`config.mk`:
```
export PLATFORM = sky130hd
export DESIGN_NAME = instruction_decode
export DESIGN_NICKNAME = d
export VERILOG_FILES = /design/src/rtl/instruction_decode.sv
export SDC_FILE = /design/constraint.sdc
export NUM_CORES = 1
export LEC_CHECK = 0
export ABC_CLOCK_PERIOD_IN_PS = 5250
export CAP_MARGIN = 0
export CORE_MARGIN = 3
export CORE_UTILIZATION = 25
export DETAILED_ROUTE_END_ITERATION = 6
export DONT_BUFFER_PORTS = 1
export PLACE_DENSITY = 0.36
export SLEW_MARGIN = 20
export SYNTH_ARGS = -nofsm -noshare
export SYNTH_HDL_FRONTEND = slang
export SYNTH_SLANG_ARGS = --single-unit
```
`constraint.sdc`:
```
create_clock -name clk -period 5.25 [get_ports clk]
set_input_delay 1.05 -clock clk [delete_from_list [all_inputs] [get_ports clk]]
set_output_delay 1.05 -clock clk [all_outputs]
set_load 0.02 [all_outputs]
```
`src/rtl/instruction_decode.sv`:
```
// instruction_decode
// -----------------------------------------------------------------------------
// RV32I decode stage directly downstream of instruction fetch. It accepts one
// instruction word per cycle over a valid/stall handshake and decodes it into
// an operation class, register indices, funct fields and a sign-extended
// immediate. It holds the result in one registered entry for execute, and tags
// that entry with the PC of the instruction.
//
// Optional feature: define DECODE_RV32M_EN to decode OP with funct7=0000001
// as MULDIV. Without the macro, that encoding is reported as illegal.
//
// Parameters
//   RESET_PC     PC loaded into the internal PC counter on reset
//
// Ports
//   clk          clock; all state updates on the rising edge
//   reset        synchronous, active-high reset
//   inst_in      instruction word from fetch
//   inst_valid   inst_in is valid this cycle
//   stall_out    to fetch: this stage cannot accept (dec_valid & exec_stall)
//   flush        PC override; discards the held entry and reloads the PC
//   flush_addr   new PC on flush
//   exec_stall   execute cannot accept the held entry
//   dec_valid    decoded entry valid
//   dec_pc       PC of the decoded instruction
//   dec_op       operation class (see OP_* below)
//   dec_rd, dec_rs1, dec_rs2, dec_funct3, dec_alt   raw instruction fields
//   dec_imm      sign-extended immediate (0 for OP/MISC_MEM/ILLEGAL)
//   dec_illegal  instruction is illegal
// -----------------------------------------------------------------------------
module instruction_decode #(
  parameter logic [31:0] RESET_PC = 32'h0000_0000
) (
  input  logic        clk,
  input  logic        reset,
  input  logic [31:0] inst_in,
  input  logic        inst_valid,
  output logic        stall_out,
  input  logic        flush,
  input  logic [31:0] flush_addr,
  input  logic        exec_stall,
  output logic        dec_valid,
  output logic [31:0] dec_pc,
  output logic [3:0]  dec_op,
  output logic [4:0]  dec_rd,
  output logic [4:0]  dec_rs1,
  output logic [4:0]  dec_rs2,
  output logic [2:0]  dec_funct3,
  output logic        dec_alt,
  output logic [31:0] dec_imm,
  output logic        dec_illegal
);

  localparam logic [3:0] OP_LUI      = 4'd0;
  localparam logic [3:0] OP_AUIPC    = 4'd1;
  localparam logic [3:0] OP_JAL      = 4'd2;
  localparam logic [3:0] OP_JALR     = 4'd3;
  localparam logic [3:0] OP_BRANCH   = 4'd4;
  localparam logic [3:0] OP_LOAD     = 4'd5;
  localparam logic [3:0] OP_STORE    = 4'd6;
  localparam logic [3:0] OP_OP_IMM   = 4'd7;
  localparam logic [3:0] OP_OP       = 4'd8;
  localparam logic [3:0] OP_MISC_MEM = 4'd9;
  localparam logic [3:0] OP_SYSTEM   = 4'd10;
  localparam logic [3:0] OP_MULDIV   = 4'd11;
  localparam logic [3:0] OP_ILLEGAL  = 4'd15;

  logic [31:0] pc_q;
  logic        accept;

  logic [4:0]  opcode;
  logic [2:0]  funct3;
  logic [6:0]  funct7;
  logic [31:0] imm_i, imm_s, imm_b, imm_u, imm_j;
  logic [3:0]  op_d;
  logic [31:0] imm_d;
  logic        illegal_d;

  // Depends only on registered state and exec_stall, so fetch can feed
  // inst_valid from stall_out without creating a combinational loop.
  assign stall_out = dec_valid & exec_stall;
  assign accept    = inst_valid & ~stall_out & ~flush & ~reset;

  assign opcode = inst_in[6:2];
  assign funct3 = inst_in[14:12];
  assign funct7 = inst_in[31:25];

  assign imm_i = {{20{inst_in[31]}}, inst_in[31:20]};
  assign imm_s = {{20{inst_in[31]}}, inst_in[31:25], inst_in[11:7]};
  assign imm_b = {{19{inst_in[31]}}, inst_in[31], inst_in[7], inst_in[30:25],
                  inst_in[11:8], 1'b0};
  assign imm_u = {inst_in[31:12], 12'b0};
  assign imm_j = {{11{inst_in[31]}}, inst_in[31], inst_in[19:12], inst_in[20],
                  inst_in[30:21], 1'b0};

  always_comb begin
    // NOTE: every output of this block gets a default first so no path can
    // leave it unassigned and infer a latch.
    op_d      = OP_ILLEGAL;
    imm_d     = '0;
    illegal_d = 1'b0;
    case (opcode)
      5'b01101: begin op_d = OP_LUI;    imm_d = imm_u; end
      5'b00101: begin op_d = OP_AUIPC;  imm_d = imm_u; end
      5'b11011: begin op_d = OP_JAL;    imm_d = imm_j; end
      5'b11001: begin
        op_d      = OP_JALR;
        imm_d     = imm_i;
        illegal_d = (funct3 != 3'b000);
      end
      5'b11000: begin
        op_d      = OP_BRANCH;
        imm_d     = imm_b;
        illegal_d = (funct3 == 3'b010) || (funct3 == 3'b011);
      end
      5'b00000: begin
        op_d      = OP_LOAD;
        imm_d     = imm_i;
        illegal_d = (funct3 == 3'b011) || (funct3 == 3'b110) || (funct3 == 3'b111);
      end
      5'b01000: begin
        op_d      = OP_STORE;
        imm_d     = imm_s;
        illegal_d = (funct3 > 3'b010);
      end
      5'b00100: begin
        op_d  = OP_OP_IMM;
        imm_d = imm_i;
        // Only the shift forms constrain the upper immediate bits; SRAI is
        // the one place funct7=0100000 is legal.
        if (funct3 == 3'b001)
          illegal_d = (funct7 != 7'b0000000);
        else if (funct3 == 3'b101)
          illegal_d = (funct7 != 7'b0000000) && (funct7 != 7'b0100000);
      end
      5'b01100: begin
        op_d = OP_OP;
        if (funct7 == 7'b0000000)
          illegal_d = 1'b0;
        else if (funct7 == 7'b0100000)
          illegal_d = (funct3 != 3'b000) && (funct3 != 3'b101);
`ifdef DECODE_RV32M_EN
        else if (funct7 == 7'b0000001)
          op_d = OP_MULDIV;
`endif
        else
          illegal_d = 1'b1;
      end
      5'b00011: op_d = OP_MISC_MEM;
      5'b11100: begin op_d = OP_SYSTEM; imm_d = imm_i; end
      default:  illegal_d = 1'b1;
    endcase
    if (inst_in[1:0] != 2'b11)
      illegal_d = 1'b1;
    if (illegal_d) begin
      op_d  = OP_ILLEGAL;
      imm_d = '0;
    end
  end

  // Priority: reset, then flush, then accept, then drain. Flush discards even
  // a stalled entry; a stalled entry with no flush simply holds.
  always_ff @(posedge clk) begin
    // NOTE: state registers use non-blocking assignment so every register
    // samples pre-edge values regardless of statement order.
    if (reset) begin
      pc_q        <= RESET_PC;
      dec_valid   <= 1'b0;
      dec_pc      <= '0;
      dec_op      <= '0;
      dec_rd      <= '0;
      dec_rs1     <= '0;
      dec_rs2     <= '0;
      dec_funct3  <= '0;
      dec_alt     <= 1'b0;
      dec_imm     <= '0;
      dec_illegal <= 1'b0;
    end else if (flush) begin
      pc_q      <= flush_addr;
      dec_valid <= 1'b0;
    end else if (accept) begin
      pc_q        <= pc_q + 32'd4;
      dec_valid   <= 1'b1;
      dec_pc      <= pc_q;
      dec_op      <= op_d;
      dec_rd      <= inst_in[11:7];
      dec_rs1     <= inst_in[19:15];
      dec_rs2     <= inst_in[24:20];
      dec_funct3  <= funct3;
      dec_alt     <= inst_in[30];
      dec_imm     <= imm_d;
      dec_illegal <= illegal_d;
    end else if (dec_valid && !exec_stall) begin
      dec_valid <= 1'b0;
    end
  end

endmodule

```
# ---- Yosys cells after proc, flatten, opt, wreduce, memory -nomap -nowiden
# Cells that the tools add are included.
dict set report word_totals {
  regBits 121
  word_cells 72
  out_inout_bits 90
}
dict set report classes {
  n_lt_le_gt_ge 1
  bitwise 7
  addsub 1
  reduce_logical 18
  muxes 14
  eq_ne 20
}
# operator n
set ops {}
lappend ops {{32-bit case mux with 5 select lines} 1}
lappend ops {{32-bit 2-to-1 mux} 3}
lappend ops {{4-bit case mux with 11 select lines} 1}
lappend ops {{32-bit by 3-bit adder with 32-bit output (second input constant)} 1}
lappend ops {{5-bit == test (second input constant)} 4}
lappend ops {{5-bit by 4-bit == test with 1-bit output (second input constant)} 3}
lappend ops {{5-bit by 3-bit == test with 1-bit output (second input constant)} 2}
lappend ops {{3-bit == test (second input constant)} 3}
lappend ops {{7-bit by 6-bit == test with 1-bit output (second input constant)} 1}
lappend ops {{7-bit logical NOT} 1}
lappend ops {{1-bit 2-to-1 mux} 7}
lappend ops {{7-bit by 6-bit inequality test with 1-bit output (second input constant)} 1}
lappend ops {{1-bit case mux with 7 select lines} 1}
lappend ops {{7-bit nonzero test} 1}
lappend ops {{3-bit by 2-bit == test with 1-bit output (second input constant)} 2}
lappend ops {{5-bit by 2-bit == test with 1-bit output (second input constant)} 1}
lappend ops {{5-bit logical NOT} 1}
lappend ops {{5-bit OR reduction} 1}
lappend ops {{1-bit bitwise AND} 4}
lappend ops {{4-bit 2-to-1 mux} 1}
lappend ops {{2-bit nonzero test} 2}
lappend ops {{2-bit OR reduction} 2}
lappend ops {{4-bit OR reduction} 1}
lappend ops {{3-bit by 1-bit == test with 1-bit output (second input constant)} 1}
lappend ops {{other kinds (9)} 15}

# ---- Logic depth before layout (Yosys ltp)
# Gate-level depths: netlist of the first run.
dict set report logic_depth {
  depth_word 7
  ltp_mapped 8
  ltp_nobuf 6
}

# ---- Worst setup path after synthesis of the first run
# OpenSTA, ideal clock, no wires.
dict set report synth_path {
  path_kind {input-to-reg}
  from {input port inst_in[25]}
  to {register dec_imm[12]}
  stages 7
  slack_ns 2.310
  required_time_ns 5.165
  path_buffers 2
  t_arrival_ns 2.856
  cell_sequence {or4_1 o32ai_2 a211oi_1 or4_1 buf_2 buf_6 o31ai_2}
}
dict set report synth_via {
  elab_chain_cells 7
  elab_cells_between_ends 12
  cone_classes {eq/ne: 2; mux: 7; reduce/logical: 3}
}
# element line
set synth_lines {}
lappend synth_lines {{from (decl)} 36} ;# input logic [31:0] inst_in,
lappend synth_lines {{7-bit by 6-bit inequality test with 1-bit output or 7-bit nonzero test (tied branches)} {134, 132}}
lappend synth_lines {{1-bit logical AND} 134} ;# illegal_d = (funct7 != 7'b0000000) && (funct7 != 7'b0100000);
lappend synth_lines {{1-bit 2-to-1 mux} 133} ;# else if (funct3 == 3'b101)
lappend synth_lines {{1-bit 2-to-1 mux} 131} ;# if (funct3 == 3'b001)
lappend synth_lines {{1-bit case mux with 7 select lines *} 102} ;# case (opcode)
lappend synth_lines {{1-bit 2-to-1 mux *} 153} ;# if (inst_in[1:0] != 2'b11)
lappend synth_lines {{32-bit 2-to-1 mux *} 155} ;# if (illegal_d) begin
lappend synth_lines {{to (signal assigned)} 191} ;# dec_imm <= imm_d;
lappend synth_lines {{to (decl)} 50} ;# output logic [31:0] dec_imm,
# Mark *: on every way between the ends. The rest lies on a longest branch, timed or not.
# A chain may end at the register's enable or synchronous reset.

# ---- Worst setup path in the final report of the first run
dict set report layout_path {
  from {input port inst_valid}
  to {register dec_imm[30]}
}
dict set report layout_via {
  elab_chain_cells 4
}
# element line
set layout_lines {}
lappend layout_lines {{from (decl)} 37} ;# input logic inst_valid,
lappend layout_lines {{1-bit bitwise AND (3 in series)} 82} ;# assign accept = inst_valid & ~stall_out & ~flush & ~reset;
lappend layout_lines {{2-bit AND reduction (no source line)} --}
# No other way between the ends.

==> run metrics, run 1 <==
full die area=24100 um2; Synth area leaders=dfxtp_1, nand2_1, a21oi_1, o31ai_2, clkbuf_1; Period minus WS final=3.02 ns; #FFs+latches synth=roughly 120; Iter 0 DRT Violations=276; DR pass1 iterations=6; Via-to-Cell Ratio=between 5 and 6; DR vias=5060; HP Start=pc_q[1]$_SDFFE_PP0P_; Max Fanout on Critical Path=32; syn nets=770; area leader, netlist=dfxtp_1; Worst-Margin Slew=1.04 ns; Worst Clk Skew=0.00968 ns; Multi-input gate area=just under 3000 um2; initial core utilization=25.9%; # port buffers=0; initial antenna violation count=0; first-pass GRT wire length=29.4 mm; CTS tree=done; Synth Flop Type=dfxtp_1; synthesized instance count=700; nets=744; post-cts sizing count=0; Setup Viol. Count Final=0; Fin Hold WS=0.449 ns; DP Area=5750 um2; overall die width=roughly 160 um; unrepaired setup endpoints after global routing=false; FF/Latch Area=2420 um2; critical path data required time=5.57 ns; I/O pin total=159; fin. max-slew vios=0; final WL=19.3 mm; CP Cell Sequence=a21bo_1, nor2_1, o2111ai_1, or4_1, buf_4, o31ai_2; yosys warns=0; R2R Path Start=dec_valid$_SDFFE_PP0P_; final RePlAce weighted congestion=around 0.8; Die Y=155 um; TritonCTS Sinks=121; Reg2Reg Depth=6; H-tree levels=4; Filler Cell Count=2324; largest net degree at the start of global routing=96; syn_area_per_cell=7.94 um2; Final Hold Fails=0; CTS root buf=clkbuf_16; min-delay worst type=reg2reg; Post-Place Cells=930; Post-synth EDFFs=0; Crit-path slowest cell=nor2_1; final core occ=29.9%; CP top delay family=simple AND/OR/NAND/NOR gates; startpoint types=primary input; synth unique cells=67; Yosys top cell area share=43.6%; post-route ant nets=0; CP bufs+invs=1; layout cells sized above 1=around a tenth; # Post-CTS Setup Buffers=0; max-cap violations=0; DRC viols=0; Slew HR=30.6%; Finished Layout Cells=962; Num CTS Buffers=17; Worst VDD drop=0.183 mV; leakage=0.00204 uW; # rows=53; # hold bufs at CTS=0; Max clock buf depth=2; GRT overflow=0; FF-to-FF End=dec_imm[30]$_SDFFE_PP0P_; hold endpoint=dec_pc[1]$_SDFFE_PP0P_; register area share after synthesis=43.6%; Reg clk slew, reported paths=~0.060 ns; endpoint class of the critical path=flip-flop; CORE AREA=21400 um2; R2R setup slack=2.47 ns; ys async rst share=0%; DR WL/cell=20.1 um; final worst-path cycle share=57.5%; setup TNS=0 ns; P&R area growth vs syn=15.2%; clk_lat worst skew=around 0.4 ns; Antenna Cells=0; Cell Area, Synth=5560 um2; post-detail-place hpwl=13.5 mm; cell area after layout=6400 um2; Worst Path Arrival=about 3.3 ns; Max Clk Rate=~0.33 GHz; kind of critical path=in2reg; vias in the first global route=4964; overall routing resource usage=15.6%; Power Dens Cells=between 300 and 400 nW/um2; worst hold path stage count=2; status=completed; Worst path max stage delay=approximately 0.62 ns
[state kept, by name (all words and copies together) (netlist names)]
register	count
dec_op	4
pc_q	32
dec_rs1	5
dec_alt	1
dec_rs2	5
dec_pc	32
dec_rd	5
dec_illegal	1
dec_valid	1
dec_imm	32
dec_funct3	3
[per-stage QoR]
step / worst slack [ns] / power [uW]
final: 2.23 / 2430
after global routing: 2.07 / 2530
after CTS: 2.18 / 2470
after detailed placement: 1.72 / 1160
after global placement: 1.78 / 1160
after floorplan: 2.31 / 1130
[routing by layer]
layer  global-route usage, %  up-vias  wire, um
li1                        -     2460         -
met1                    20.4     2443      8840
met2                    23.5      149      8520
met3                    6.84        8      1770
met4                    4.12        0       179
met5                       0        -         0
[worst max path at each step]
stage	start	end	slack (ns)	cells after the start
finish	inst_valid	dec_imm[30]$_SDFFE_PP0P_	2.23	6
global route	inst_valid	dec_imm[4]$_SDFFE_PP0P_	2.07	6
CTS	inst_in[3]	dec_imm[17]$_SDFFE_PP0P_	2.18	6
detailed placement	inst_in[3]	dec_imm[18]$_SDFFE_PP0P_	1.72	6
global placement	inst_in[3]	dec_imm[19]$_SDFFE_PP0P_	1.78	6
floorplan	inst_in[25]	dec_imm[12]$_SDFFE_PP0P_	2.31	7
[cells in the mapped netlist (all sizes together) (5+ instances only)]
cell	number
o31ai	27
a21oi	100
nand3	25
inv	11
o21ai	15
a311oi	5
a31oi	11
nor2b	5
buf	11
and2	5
a22oi	9
nor4	8
nor2	28
nand4	13
nor3	12
clkbuf	41
or3	7
o211ai	7
nand2	173
dfxtp	121
[report_power, final]
part	switching, uW	internal (uW)	total (uW)
clock	446	847	1290
sequential	51.4	949	1000
combinational	88.9	48.5	137
[layout make-up]
cell class / instances / share of cell area [%]
flip-flops and latches: 121 / 37.8
inverters: 11 / 0.645
well taps: 275 / 5.38
clock buffers: 22 / 7.56
repair buffers: 7 / 0.821
multi-input cells: 516 / 45.2
clock inverters: 10 / 2.58
[logic make-up after synthesis]
logic type,share of synthesized area (%)
AOI/OAI and AO/OA,25.7
muxes,0.946
xor gates and xnor gates,0.473
DFF,43.6
buffers and inverters,4.75
adders and majority gates,0.225
and+or+nand+nor,24.3
[layout by cell type, fill, tap and decap left out, drive strengths merged, types with 4 or more instances in the layout]
cell	count
clkbuf	22
nand2	173
nor2	28
a21oi	100
bufinv	4
nand4	13
a22oi	9
nor4	8
a31oi	11
nor2b	5
or3	7
inv	11
nand3	25
nor3	12
and2	5
o31ai	27
o21ai	15
o211ai	7
dfxtp	121
a311oi	5
buf	7
[worst min-delay path, cell delays in order, from the launching register on]
cell and delay, ns:
dfxtp_1 0.31, nand2_1 0.05, a21oi_1 0.05
Note: power is estimated with default switching activity, not from simulation.
==> run 2, diff against run 1 <==
- ABC_CLOCK_PERIOD_IN_PS: 5250 -> 2450
- PLACE_DENSITY: 0.36 -> 0.38
- clock period: 5.25 -> 2.45 ns (I/O delays scaled with it)
==> run metrics, run 2 (synthesized netlist as in run 1, its figures left out) <==
full die area=24100 um2 (unchanged); DR WL/cell=19.0 um (was 20.1 um); cell area after layout=6580 um2 (was 6400 um2); DRC viols=0 (unchanged); PnR Total Power=5110 uW (was 2430 uW); commonest non-fill, non-tap cells in the layout=nand2_1, dfxtp_1, a21oi_1 (unchanged); Worst Clk Skew=0.00824 ns (was 0.00968 ns); final worst-path cycle share=between 80% and 90%; Num CTS Buffers=17 (unchanged); CTS tree=done (unchanged); vias in the first global route=5051 (was 4964); CTS root buf=clkbuf_16 (unchanged); CORE AREA=21400 um2 (unchanged); endpoint class of the critical path=flip-flop (unchanged); Max clock buf depth=2 (unchanged); I/O pin total=159 (unchanged); final RePlAce weighted congestion=0.826 (was 0.807); unrepaired setup endpoints after global routing=false (unchanged); nets=768 (was 744); min-delay worst type=in2reg (was reg2reg); Slew HR=61.9% (was 30.6%); H-tree levels=4 (unchanged); Worst Path Arrival=2.46 ns (was 3.34 ns); Period minus WS final=2.13 ns; TritonCTS Sinks=121 (unchanged); post-detail-place hpwl=13.6 mm (was 13.5 mm); final core occ=30.7% (was 29.9%); fin. max-slew vios=0 (unchanged); P&R area growth vs syn=18.4% (was 15.2%); Antenna Cells=0 (unchanged); Power Dens Cells=776 nW/um2 (was 380 nW/um2); status=completed (unchanged); # Post-CTS Setup Buffers=0 (unchanged); # rows=53 (unchanged); Reg clk slew, reported paths=0.06 ns (about the same); overall die width=155 um (unchanged); overall routing resource usage=15.4% (was 15.6%); Max Fanout on Critical Path=32 (unchanged); first-pass GRT wire length=29.1 mm (was 29.4 mm); commonest non-fill, non-tap cell in the layout=nand2_1 (unchanged); DR pass1 iterations=5 (was 6); Top Registers=dec_imm x32, dec_pc x32, pc_q x32 (unchanged); Via-to-Cell Ratio=5.23 (was 5.26); setup TNS=0 ns (unchanged); initial antenna violation count=0 (unchanged); Max Clk Rate=0.469 GHz; DR vias=5158 (was 5060); DP Area=5950 um2 (was 5750 um2); Final Hold Fails=0 (unchanged); critical path data required time=2.77 ns (was 5.57 ns); Worst VDD drop=0.354 mV (was 0.183 mV); largest net degree at the start of global routing=96 (unchanged); final WL=18.7 mm (was 19.3 mm); Iter 0 DRT Violations=351 (was 276); clk_lat worst skew=0.41 ns (about the same); Worst-Margin Slew=0.570 ns (was 1.04 ns); initial core utilization=25.9% (unchanged); GRT overflow=0 (unchanged); # port buffers=0 (unchanged); Setup Viol. Count Final=0 (unchanged); leakage=0.00215 uW (was 0.00204 uW); post-route ant nets=0 (unchanged); layout cells sized above 1=13.4% (was 10.2%); Die Y=155 um (unchanged); startpoint types=primary input (unchanged); max-cap violations=0 (unchanged); kind of critical path=in2reg (unchanged)
==> run 2: cell count changes in the layout (fill, tap and decap cells not counted), moves of 2 or more <==
cell and delta:
clkbuf_8 -2, inv_6 +2, buf_4 +22, buf_12 +2
==> run 2: through the flow <==
step	cells	setup WS [ns]	hold WS [ns]
floorplan	700	0.0696	0.431
global placement	954	-0.0584	0.439
detailed placement	954	-0.0846	0.441
CTS	986	0.235	0.119
global route	986	0.136	0.115
finish	986	0.317	0.140
==> run 2: worst max-delay path: stages <==
cell and delay, ns:
or4_1 0.57, o32ai_2 0.23, a211oi_1 0.12, or4_1 0.58, buf_12 0.22, o31ai_1 0.23
==> run 2: per-layer routing <==
metal / share of wire, % / vias up / global-route usage [%]
li1: - / 2506 / -
met2: 44 / 172 / 23.7
met3: 9.0 / 16 / 6.76
met5: 0 / - / 0
met4: 1.4 / 0 / 4.75
met1: 45 / 2464 / 19.4
==> run 2: where the power goes <==
part           switching (uW)  leakage, uW  internal [uW]
Sequential                105     0.000986           2030
Clock                     988     0.000292           1660
Combinational             196     0.000875            123
==> run 2: path summary, 6_finish.rpt <==
kind	start	endpoint	slack, ns	cells past startpoint
worst max-delay path	inst_in[25]	dec_imm[4]$_SDFFE_PP0P_	0.32	6
worst min-delay path	reset	dec_rd[1]$_SDFFE_PP0P_	0.14	1
worst max register to register	pc_q[6]$_SDFFE_PP0N_	pc_q[29]$_SDFFE_PP0N_	0.38	6
worst min register to register	pc_q[0]$_SDFFE_PP0P_	dec_pc[0]$_SDFFE_PP0P_	0.45	2
==> run 2: layout make-up <==
cell class	instances	area (um2)
fillers	2285	14800
multi-input cells	516	2900
flip-flops and latches	121	2420
clock buffers	19	453
well taps	275	344
repair buffers	31	258
clock inverters	13	169
inverters	11	41.3
==> run 2: timing repair <==
| item | CTS | global route |
|---|---|---|
| setup endpoints to repair | 0 | 1 |
| gates resized for setup | 0 | 1 |
| hold buffers | 0 | 0 |
